**config.mk**
```make
export PLATFORM = sky130hd
export DESIGN_NAME = led_frame_ram
export DESIGN_NICKNAME = d
export VERILOG_FILES = /design/src/rtl/led_frame_ram_pkg.sv /design/src/rtl/led_frame_ram_onehot_dec.sv /design/src/rtl/led_frame_ram.sv
export SDC_FILE = /design/constraint.sdc
export NUM_CORES = 1
export LEC_CHECK = 0
export BUFFER_PORTS_ARGS = -buffer_cell sky130_fd_sc_hd__buf_2
export CORE_UTILIZATION = 60
export DETAILED_ROUTE_END_ITERATION = 10
export PLACE_DENSITY = 0.77
export SLEW_MARGIN = 10
export SYNTH_ARGS = -nofsm -noshare
export SYNTH_HDL_FRONTEND = slang
export SYNTH_SLANG_ARGS = --single-unit
```
**constraint.sdc**
```tcl
create_clock -name clk -period 4.6 [get_ports clk]
set_input_delay 0.92 -clock clk [delete_from_list [all_inputs] [get_ports clk]]
set_output_delay 0.92 -clock clk [all_outputs]
set_load 0.03 [all_outputs]
```
**src/rtl/led_frame_ram_pkg.sv**
```systemverilog
// Shared constants for the light-pen frame buffer: top-level mode codes,
// the default clock rate and the controller state encoding.
package led_frame_ram_pkg;

  localparam int CLOCK_FREQ = 50_000_000;

  localparam logic [3:0] MODE_IDLE = 4'd0;
  localparam logic [3:0] MODE_KEY  = 4'd1;
  localparam logic [3:0] MODE_PEN  = 4'd2;
  localparam logic [3:0] MODE_DRAW = 4'd3;

  typedef enum logic [1:0] {
    FSM_CLEAR,
    FSM_IDLE,
    FSM_COLLECT,
    FSM_COMMIT
  } fsm_t;

endpackage

```
**src/rtl/led_frame_ram_onehot_dec.sv**
```systemverilog
// One-hot to binary decoder. valid is high only when exactly one bit is set;
// idx is meaningless when valid is low.
module onehot_dec #(
  parameter int N = 8,
  parameter int W = (N > 1) ? $clog2(N) : 1
) (
  input  logic [N-1:0] code,
  output logic [W-1:0] idx,
  output logic         valid
);

  // NOTE: every always_comb output gets a default first so no latch is inferred.
  always_comb begin
    idx = '0;
    for (int i = 0; i < N; i++) begin
      if (code[i]) idx = idx | W'(i);
    end
  end

  assign valid = (code != '0) && ((code & (code - N'(1))) == '0);

endmodule

```
**src/rtl/led_frame_ram.sv**
```systemverilog
// Light-pen frame buffer: one-hot pen writes (immediate or row-batched in DRAW
// mode), hardware clear sweep, and an independent registered scan read port.
module led_frame_ram
  import led_frame_ram_pkg::*;
#(
  parameter int ROWS     = 8,
  parameter int COLS     = 8,
  parameter int DW       = 4,
  parameter int HOLD_CYC = CLOCK_FREQ,
  parameter int RA       = $clog2(ROWS),
  parameter int CA       = $clog2(COLS)
) (
  input  logic            clk,
  input  logic            rst_n,
  input  logic [3:0]      state,
  input  logic            pen_we,
  input  logic [ROWS-1:0] pen_row,
  input  logic [COLS-1:0] pen_col,
  input  logic [DW-1:0]   pen_data,
  input  logic            clr_req,
  input  logic [RA-1:0]   scan_row,
  input  logic [CA-1:0]   scan_col,
  output logic [DW-1:0]   scan_data,
  output logic            busy,
  output logic [RA-1:0]   last_row,
  output logic [CA-1:0]   last_col,
  output logic            wr_pulse
);

  localparam int CELLS = ROWS * COLS;
  localparam int AW    = $clog2(CELLS);
  localparam int TW    = $clog2(HOLD_CYC + 1);

  logic [DW-1:0]   mem [CELLS];

  logic            we_d;
  logic [ROWS-1:0] lat_row;
  logic [COLS-1:0] lat_col;
  logic [DW-1:0]   lat_data;
  logic [3:0]      mode_d;

  fsm_t            fsm;
  logic [AW-1:0]   clr_addr;
  logic [RA-1:0]   row_buf;
  logic [DW-1:0]   data_buf;
  logic [COLS-1:0] col_mask;
  logic [TW-1:0]   timer;

  logic            wr_en;
  logic [AW-1:0]   wr_addr;
  logic [DW-1:0]   wr_data;

  logic            rise, fall, hit, clear_trig, draw, accept;
  logic [ROWS-1:0] dec_row;
  logic [COLS-1:0] dec_col;
  logic [RA-1:0]   row_idx;
  logic [CA-1:0]   col_idx;
  logic            row_ok, col_ok;
  logic [CA-1:0]   commit_col;
  logic            commit_any;

  function automatic logic [AW-1:0] addr_of(input logic [RA-1:0] r, input logic [CA-1:0] c);
    return AW'(int'(r) * COLS + int'(c));
  endfunction

  assign rise = pen_we & ~we_d;
  assign fall = ~pen_we & we_d;

  // A rising edge decodes the live bus; a falling edge decodes what the rise latched.
  assign dec_row = rise ? pen_row : lat_row;
  assign dec_col = rise ? pen_col : lat_col;

  onehot_dec #(.N(ROWS)) u_row_dec (.code(dec_row), .idx(row_idx), .valid(row_ok));
  onehot_dec #(.N(COLS)) u_col_dec (.code(dec_col), .idx(col_idx), .valid(col_ok));

  assign hit        = row_ok & col_ok;
  assign draw       = (state == MODE_DRAW);
  assign clear_trig = clr_req | (state != mode_d);
  assign accept     = rise & hit & (row_idx == row_buf);

  // Lowest flagged column is committed first.
  always_comb begin
    commit_col = '0;
    commit_any = |col_mask;
    for (int i = COLS - 1; i >= 0; i--) begin
      if (col_mask[i]) commit_col = CA'(i);
    end
  end

  // NOTE: sequential state uses non-blocking assignments so every register
  // samples the pre-edge values regardless of statement order.
  always_ff @(posedge clk or negedge rst_n) begin
    if (!rst_n) begin
      we_d     <= 1'b0;
      lat_row  <= '0;
      lat_col  <= '0;
      lat_data <= '0;
      mode_d   <= '0;
    end else begin
      we_d   <= pen_we;
      mode_d <= state;
      if (rise) begin
        lat_row  <= pen_row;
        lat_col  <= pen_col;
        lat_data <= pen_data;
      end
    end
  end

  always_ff @(posedge clk or negedge rst_n) begin
    if (!rst_n) begin
      fsm      <= FSM_CLEAR;
      clr_addr <= '0;
      busy     <= 1'b1;
      row_buf  <= '0;
      data_buf <= '0;
      col_mask <= '0;
      timer    <= '0;
      wr_en    <= 1'b0;
      wr_addr  <= '0;
      wr_data  <= '0;
      wr_pulse <= 1'b0;
      last_row <= '0;
      last_col <= '0;
    end else begin
      wr_en    <= 1'b0;
      wr_pulse <= 1'b0;
      if (clear_trig) begin
        fsm      <= FSM_CLEAR;
        clr_addr <= '0;
        busy     <= 1'b1;
        col_mask <= '0;
        timer    <= '0;
      end else begin
        case (fsm)
          FSM_CLEAR: begin
            wr_en   <= 1'b1;
            wr_addr <= clr_addr;
            wr_data <= '0;
            if (clr_addr == AW'(CELLS - 1)) begin
              fsm  <= FSM_IDLE;
              busy <= 1'b0;
            end else begin
              clr_addr <= clr_addr + AW'(1);
            end
          end
          FSM_IDLE: begin
            if (!draw) begin
              if (fall && hit) begin
                wr_en    <= 1'b1;
                wr_addr  <= addr_of(row_idx, col_idx);
                wr_data  <= lat_data;
                wr_pulse <= 1'b1;
                last_row <= row_idx;
                last_col <= col_idx;
              end
            end else if (rise && hit) begin
              row_buf  <= row_idx;
              data_buf <= pen_data;
              col_mask <= COLS'(1) << col_idx;
              timer    <= '0;
              fsm      <= FSM_COLLECT;
            end
          end
          FSM_COLLECT: begin
            if (accept) begin
              col_mask[col_idx] <= 1'b1;
              timer             <= '0;
            end else if (timer == TW'(HOLD_CYC - 1)) begin
              fsm  <= FSM_COMMIT;
              busy <= 1'b1;
            end else if (timer != '1) begin
              timer <= timer + TW'(1);
            end
          end
          FSM_COMMIT: begin
            if (commit_any) begin
              wr_en                <= 1'b1;
              wr_addr              <= addr_of(row_buf, commit_col);
              wr_data              <= data_buf;
              wr_pulse             <= 1'b1;
              last_row             <= row_buf;
              last_col             <= commit_col;
              col_mask[commit_col] <= 1'b0;
            end else begin
              fsm  <= FSM_IDLE;
              busy <= 1'b0;
            end
          end
          default: begin
            fsm      <= FSM_CLEAR;
            clr_addr <= '0;
            busy     <= 1'b1;
          end
        endcase
      end
    end
  end

  // NOTE: the pixel array has no reset so it can map onto RAM primitives;
  // the clear sweep is what zeroes it.
  always_ff @(posedge clk) begin
    if (wr_en) mem[wr_addr] <= wr_data;
  end

  always_ff @(posedge clk or negedge rst_n) begin
    if (!rst_n) scan_data <= '0;
    else        scan_data <= mem[addr_of(scan_row, scan_col)];
  end

endmodule

```
### Yosys cells after proc, flatten, opt, wreduce, memory -nomap -nowiden

Memory sizes are Yosys's and may differ from the RTL's. A register that Yosys moved wholly into a read port is not among the register bits.
Cells that the tools add are included.

| storage, ports and cells | value |
|---|---|
| register bits | 93 |
| bits in writable memories | 256 |
| word-level logic and storage cells | 178 |
| memories | 1 |

Memories:

| name | depth | width | rd ports | clocked after Yosys merged registers in | wr ports | line | RTL |
|---|---|---|---|---|---|---|---|
| mem | 64 | 4 | 1 | 1 | 1 | led_frame_ram.sv:34 | `logic [DW-1:0] mem [CELLS];` |

| operators by class | value |
|---|---|
| $add $sub $neg | 7 |
| $lt $le $gt $ge | 4 |
| eq/ne operators | 23 |
| shift-type cells | 1 |
| muxes and demuxes | 83 |
| bitwise operators | 14 |
| reductions and logical operators | 27 |

Operators with widths:

| operator | number |
|---|---|
| $mux 26 | 6 |
| $mux 3 | 22 |
| $mux 8 | 7 |
| $pmux 26 s2 | 1 |
| $mux 6 | 6 |
| $add 26x1->26 const B | 1 |
| $eq 26x26->1 const B | 1 |
| $ne 26x26->1 const B | 1 |
| $reduce_and 5->1 | 5 |
| $and 8x8->8 | 3 |
| $ne 3x3->1 const B | 8 |
| $pmux 8 s3 | 1 |
| $mux 2 | 11 |
| $add 6x3->6 | 3 |
| $pmux 6 s3 | 1 |
| $logic_not 8->1 | 2 |
| $mux 1 | 16 |
| $reduce_bool 8->1 | 2 |
| $sub 8x1->8 const B | 2 |
| $mux 4 | 3 |
| $pmux 3 s2 | 2 |
| $pmux 4 s3 | 1 |
| $lt 3x4->1 const B | 2 |
| $ne 2x2->1 const B | 4 |
| other kinds (29) | 48 |

### Depth between registers and ports, before layout

| logic depth | value |
|---|---|
| depth in word-level cells | 18 |
| depth in mapped cells | 13 |
| depth with buffers taken out | 9 |

### By module

A second synthesis with hierarchy kept.

| unflattened totals | value |
|---|---|
| cell total of the unflattened synthesis | 1,002 |
| area, all modules | 15,124.5 um2 |

By module, submodules not included:

| module | times used | cells an instance | area each (um2) | sequential area each (um2) |
|---|---|---|---|---|
| led_frame_ram | 1 | 974 | 14,889.3 | 10,116.0 |
| onehot_dec | 2 | 14 | 117.6 | 0.0 |

### Worst setup path before layout

OpenSTA, ideal clock, no wires.

| timing path | value |
|---|---|
| kind | input -> register |
| start point | input port pen_row[4] |
| end point | register last_col[0] |
| library setup time | 0.125 ns |
| data arrival time | 3.559 ns |
| path slack | 0.916 ns |
| stages | 8 |
| buffers on the path | 0 |
| cell sequence | or4b_1 -> o31ai_2 -> nand3_1 -> maj3_1 -> nor4b_4 -> nand2_1 -> a211oi_2 -> mux2_2 |

| between the ends | value |
|---|---|
| longest elaborated chain between the ends | 9 |
| elaborated cells on any way between the ends | 10 |

RTL lines:

| what | line | RTL |
|---|---|---|
| start, declared | led_frame_ram.sv:17 | `input logic [ROWS-1:0] pen_row,` |
| $mux 8 (*) | - |  |
| $sub 8x1->8 | led_frame_ram_onehot_dec.sv:20 | `assign valid = (code != '0) && ((code & (code - N'(1))) == '0);` |
| $and 8x8->8 | led_frame_ram_onehot_dec.sv:20 |  |
| $logic_not 8->1 | led_frame_ram_onehot_dec.sv:20 |  |
| $logic_and 1x1->1 (*) | led_frame_ram_onehot_dec.sv:20 |  |
| $and 1x1->1 (*) | led_frame_ram.sv:76 | `assign hit = row_ok & col_ok;` |
| $logic_and 1x1->1 (*) | led_frame_ram.sv:149 | `if (fall && hit) begin` |
| $ne 2x2->1 (no line) (*) | - |  |
| $reduce_and 5->1 (no line) (*) | - |  |
| end signal, assigned | led_frame_ram.sv:155 | `last_col <= col_idx;` |
| end signal, assigned | led_frame_ram.sv:183 | `last_col <= commit_col;` |
| end, declared | led_frame_ram.sv:26 | `output logic [CA-1:0] last_col,` |

Every way passes the cells marked *; elsewhere a longest branch is shown, timed or not.
A chain may end at the register's enable or synchronous reset.

### Final worst setup path

| timing path | value |
|---|---|
| start point | input port pen_we |
| end point | register last_col[2] |

| between the ends | value |
|---|---|
| longest elaborated chain between the ends | 10 |
| elaborated cells on any way between the ends | 26 |

RTL lines:

| what | line | RTL |
|---|---|---|
| start, declared | led_frame_ram.sv:16 | `input logic pen_we,` |
| $and 1x1->1 (*) | led_frame_ram.sv:66 | `assign rise = pen_we & ~we_d;` |
| $mux 8 (*) | - |  |
| via dec_row[4] | led_frame_ram.sv:54 | `logic [ROWS-1:0] dec_row;` |
| $sub 8x1->8 | led_frame_ram_onehot_dec.sv:20 |  |
| $and 8x8->8 | led_frame_ram_onehot_dec.sv:20 |  |
| $logic_not 8->1 | led_frame_ram_onehot_dec.sv:20 |  |
| $logic_and 1x1->1 (*) | led_frame_ram_onehot_dec.sv:20 |  |
| $and 1x1->1 (*) | led_frame_ram.sv:76 |  |
| $logic_and 1x1->1 (*) | led_frame_ram.sv:149 |  |
| $ne 2x2->1 (no line) (*) | - |  |
| $reduce_and 5->1 (no line) (*) | - |  |

Mark *: on every way through the listed nets, which the timed path passes. The rest lies on a longest branch. The select of a mux whose other input is x is not followed.

==> summary.md <==
| Metric | Value |
|---|---|
| DP Cell Count | 1372 |
| Part of the cycle the worst path needs | between 70% and 80% |
| First-pass GRT wire length | 52300 microns |
| Antenna violations before repair | 0 |
| Grt ovf | 0 |
| Critical Path AT | 4.06 ns |
| FF-to-FF path depth | 10 |
| DIE WIDTH | 163 microns |
| Initial Utilization | roughly 61% |
| Main area contributors after synthesis | edfxtp_1 (49%), dfrtp_1 (15%), mux4_2 (12%) |
| Leakage | 0.00581 uW |
| Fillcell total | 1626 |
| Setup CP Type | in2reg |
| Input/output buffers | 45 |
| Final slew viol count | 0 |
| Final setup vio count | 0 |
| DR WL/cell | between 20 and 25 microns |
| Clock tree sinks | 353 |
| Critical Path, Cell by Cell | buf_2 -> nand2b_1 -> buf_4 -> mux2_2 -> o31ai_1 -> nand4_1 -> nor4b_4 -> buf_4 -> nand2_1 -> a211oi_2 -> mux2_2 |
| Sequential area share after synthesis | 65.0% |
| CTS buffer count | 36 |
| Gate power share | between 5 and 6% |
| R2R Path Start | we_d |
| Final WS setup | 0.934 ns |
| Core box area | 0.0253 sq mm |
| Worst EP required | 5.00 ns |
| Die Ht | approximately 160 microns |
| Peak VDD IR | 0.000359 V |
| Cell with the most instances after synthesis | edfxtp_1 |
| Capture point of the worst reg-to-reg path | last_col[2] |
| Post-CTS sizing | 0 |
| # rows | 58 |
| Worst skew pair latency | 0.52 ns |
| Layout Nets | 1121 |
| Fmax | 273 MHz |
| Pre-Repair DR Iteration Count | 5 |
| Post-DP HPWL | 20700 microns |
| Slowest-stage cell, CP | a211oi_2 |
| FFs w/ async S/R, synth | 27.5% |
| TritonCTS clock tree | done |
| Post-CTS Hold Fix Bufs | 0 |
| Worst-path clk slew | 0.06 ns |
| Num ports | 46 |
| Setup WS pre-CTS | 0.407 ns |
| DRT antenna net count | 0 |
| Post-CTS setup buffer count | 0 |
| Vias in the first global route | roughly 9300 |
| PwrDens | 395 mW/mm^2 |
| Yosys warnings | 0 |
| Slew margin rel. | 21.2% |
| R2r setup slk | 0.98 ns |
| Status | completed |
| Worst Hold Class | in2async |
| Initial DRC Count | 1035 |
| Setup crit start kind | input pin |
| Layout area overhead | 11.9% |
| Max cap viols | 0 |
| Max incr delay on CP | 0.51 ns |
| Synth top cells by count | edfxtp_1 (256), dfrtp_1 (96), nor2_1 (93), nand2_1 (85), mux4_2 (84) |
| Top-area cell type share of the netlist area | roughly half |
| Post-Synthesis Cells | 1027 |
| Via/cell ratio | 6.45 |
| FF+latch count, synth | between 300 and 400 |
| CP Depth | 11 |
| Switch share | 21.5% |
| DRC viols | 0 |
| Synth cell types | between 70 and 80 |
| Bufs on Longest Clock Path | 3 |
| Root buffer cell | clkbuf_16 |
| Worst-Margin Slew | 1.18 ns |
| ANT cells | 0 |
| Layout cell share with drive strength beyond 1 | between 20% and 30% |
| P_sw | between 1000 and 1500 uW |
| RSZ-0062 raised after global routing | false |
| Critical Path Start | pen_we |
| Avg Cell Area, Syn | 15.2 sq um |
| Setup tns final | 0 ns |
| Tmin final | 3.67 ns |
| Finished Layout Cells | 1437 |
| GPL Wtd Cong | 0.903 |
| Reg power frac | 50.8% |
| GR Util All Layers | 26.1% |
| Post-Syn Area | 0.0156 sq mm |
| CP endpoint kind | flop |
| Yosys top cell by area | edfxtp_1 |
| Number of synthesized flops with an enable pin | 256 |
| H-tree depth | 2 |
| Critical Path End | last_col[2] |
| CP max FO | 15 |
| Buf+Inv Stages, Crit Path | 3 |
| Largest net degree at the start of global routing | 66 |
| Die area | 0.0266 sq mm |
| Power Internal | approximately 5400 uW |
| Primary FF master, synth | edfxtp_1 |
| Final hold vios | 0 |
| Clk network pwr share | 43.9% |
| Delay-heaviest family, CP | simple AND/OR/NAND/NOR gates |
| Routed via count | about 9000 |
| Syn_nets | about 1100 |
| Total power | 6890 uW |
| Clock Skew | 0.0228 ns |
| Total wire length | around 33000 microns |
[registers in the layout, summed over array words and instances (netlist names)]
name       cells
lat_data       4
we_d           1
mem          256
fsm            2
row_buf        3
timer         26
wr_en          1
wr_addr        6
wr_data        4
wr_pulse       1
lat_col        8
last_row       3
scan_data      4
mode_d         4
clr_addr       6
data_buf       4
lat_row        8
last_col       3
busy           1
col_mask       8
[worst register-to-register path, delay by kind of cell (launching register included)]
family | cells | cell delay (ns)
buffers and inverters | 2 | 0.52
and+or+nand+nor | 4 | 0.99
DFF | 1 | 0.44
muxes | 2 | 0.78
AOI/OAI and AO/OA | 2 | 0.78
[area by class of cell]
cell class                      count  area (sq um)  area share (%)
Sequential cell                   353         10100            58.1
Multi-Input combinational cell    603          5170            29.7
Clock buffer                       42           933            5.36
Timing Repair Buffer               66           413            2.37
Tap cell                          330           413            2.37
Clock inverter                     23           290            1.67
Inverter                           20          75.1           0.431
[placed cells by master (no fill, tap or decap), types with 7 or more instances in the layout]
cell type | Yosys | layout
edfxtp_1 | 256 | 256
nor2_1 | 93 | 93
dfrtp_1 | 96 | 92
nand2_1 | 85 | 85
mux4_2 | 84 | 84
buf_2 | 3 | 43
clkbuf_16 | 0 | 36
mux2_2 | 33 | 33
nand3_1 | 27 | 27
o21ai_0 | 24 | 24
buf_4 | 1 | 21
nor3_1 | 20 | 20
nand4_1 | 20 | 20
inv_1 | 19 | 19
o31ai_1 | 15 | 15
a22o_1 | 13 | 13
or3_1 | 11 | 11
nor4_1 | 11 | 11
a21oi_1 | 12 | 11
mux2i_1 | 10 | 10
a22oi_1 | 8 | 8
o2bb2a_1 | 8 | 8
nand2b_1 | 7 | 7
a21o_1 | 7 | 7
ha_1 | 7 | 7
[per-stage QoR]
stage               cell area, sq um  hold WS, ns  utilization [%]
floorplan                      15600        0.447                -
global placement               16200        0.463             64.0
detailed placement             16200        0.483             64.0
CTS                            17400        0.337             68.8
global route                   17400        0.355             68.8
finish                         17400        0.337             68.8
[cells by family (layout without fill, tap and decap cells)]
group	Yosys count	in the layout	synth area share (%)
xor gates and xnor gates	11	11	0.619
AOI/OAI and AO/OA	145	145	7.05
and+or+nand+nor	312	312	9.75
buffers and inverters	71	151	1.76
adders and majority gates	8	8	0.627
muxes	127	127	15.2
DFF	353	353	65.0
[worst min-delay path by stage]
stage / start / to / slack (ns) / depth (start not counted)
after floorplan: lat_data[0] / lat_data[0] / 0.45 / 2
after global placement: lat_data[1] / lat_data[1] / 0.46 / 2
after detailed placement: lat_data[2] / lat_data[2] / 0.48 / 2
after CTS: rst_n / scan_data[1] / 0.34 / 1
after global routing: rst_n / col_mask[6] / 0.35 / 1
final: rst_n / scan_data[1] / 0.34 / 1
[routing by layer]
metal	GRT usage, %	part of all wire, %	up-vias
met3	3.71	6.6	56
met1	35.7	41	4652
met5	0	0	-
met2	43.8	50	397
met4	8.24	2.5	0
li1	-	-	4160
[power groups by stage]
stage / registers (uW) / clock network (uW) / logic (uW)
6_report: 3500 / 3020 / 370
5_1_grt: 3500 / 3170 / 401
4_1_cts: 3500 / 3060 / 373
3_5_place_dp: 3560 / 0 / 369
3_3_place_gp: 3560 / 0 / 363
2_1_floorplan: 3550 / 0 / 241
No activity file was read; power rests on OpenSTA's default activity.
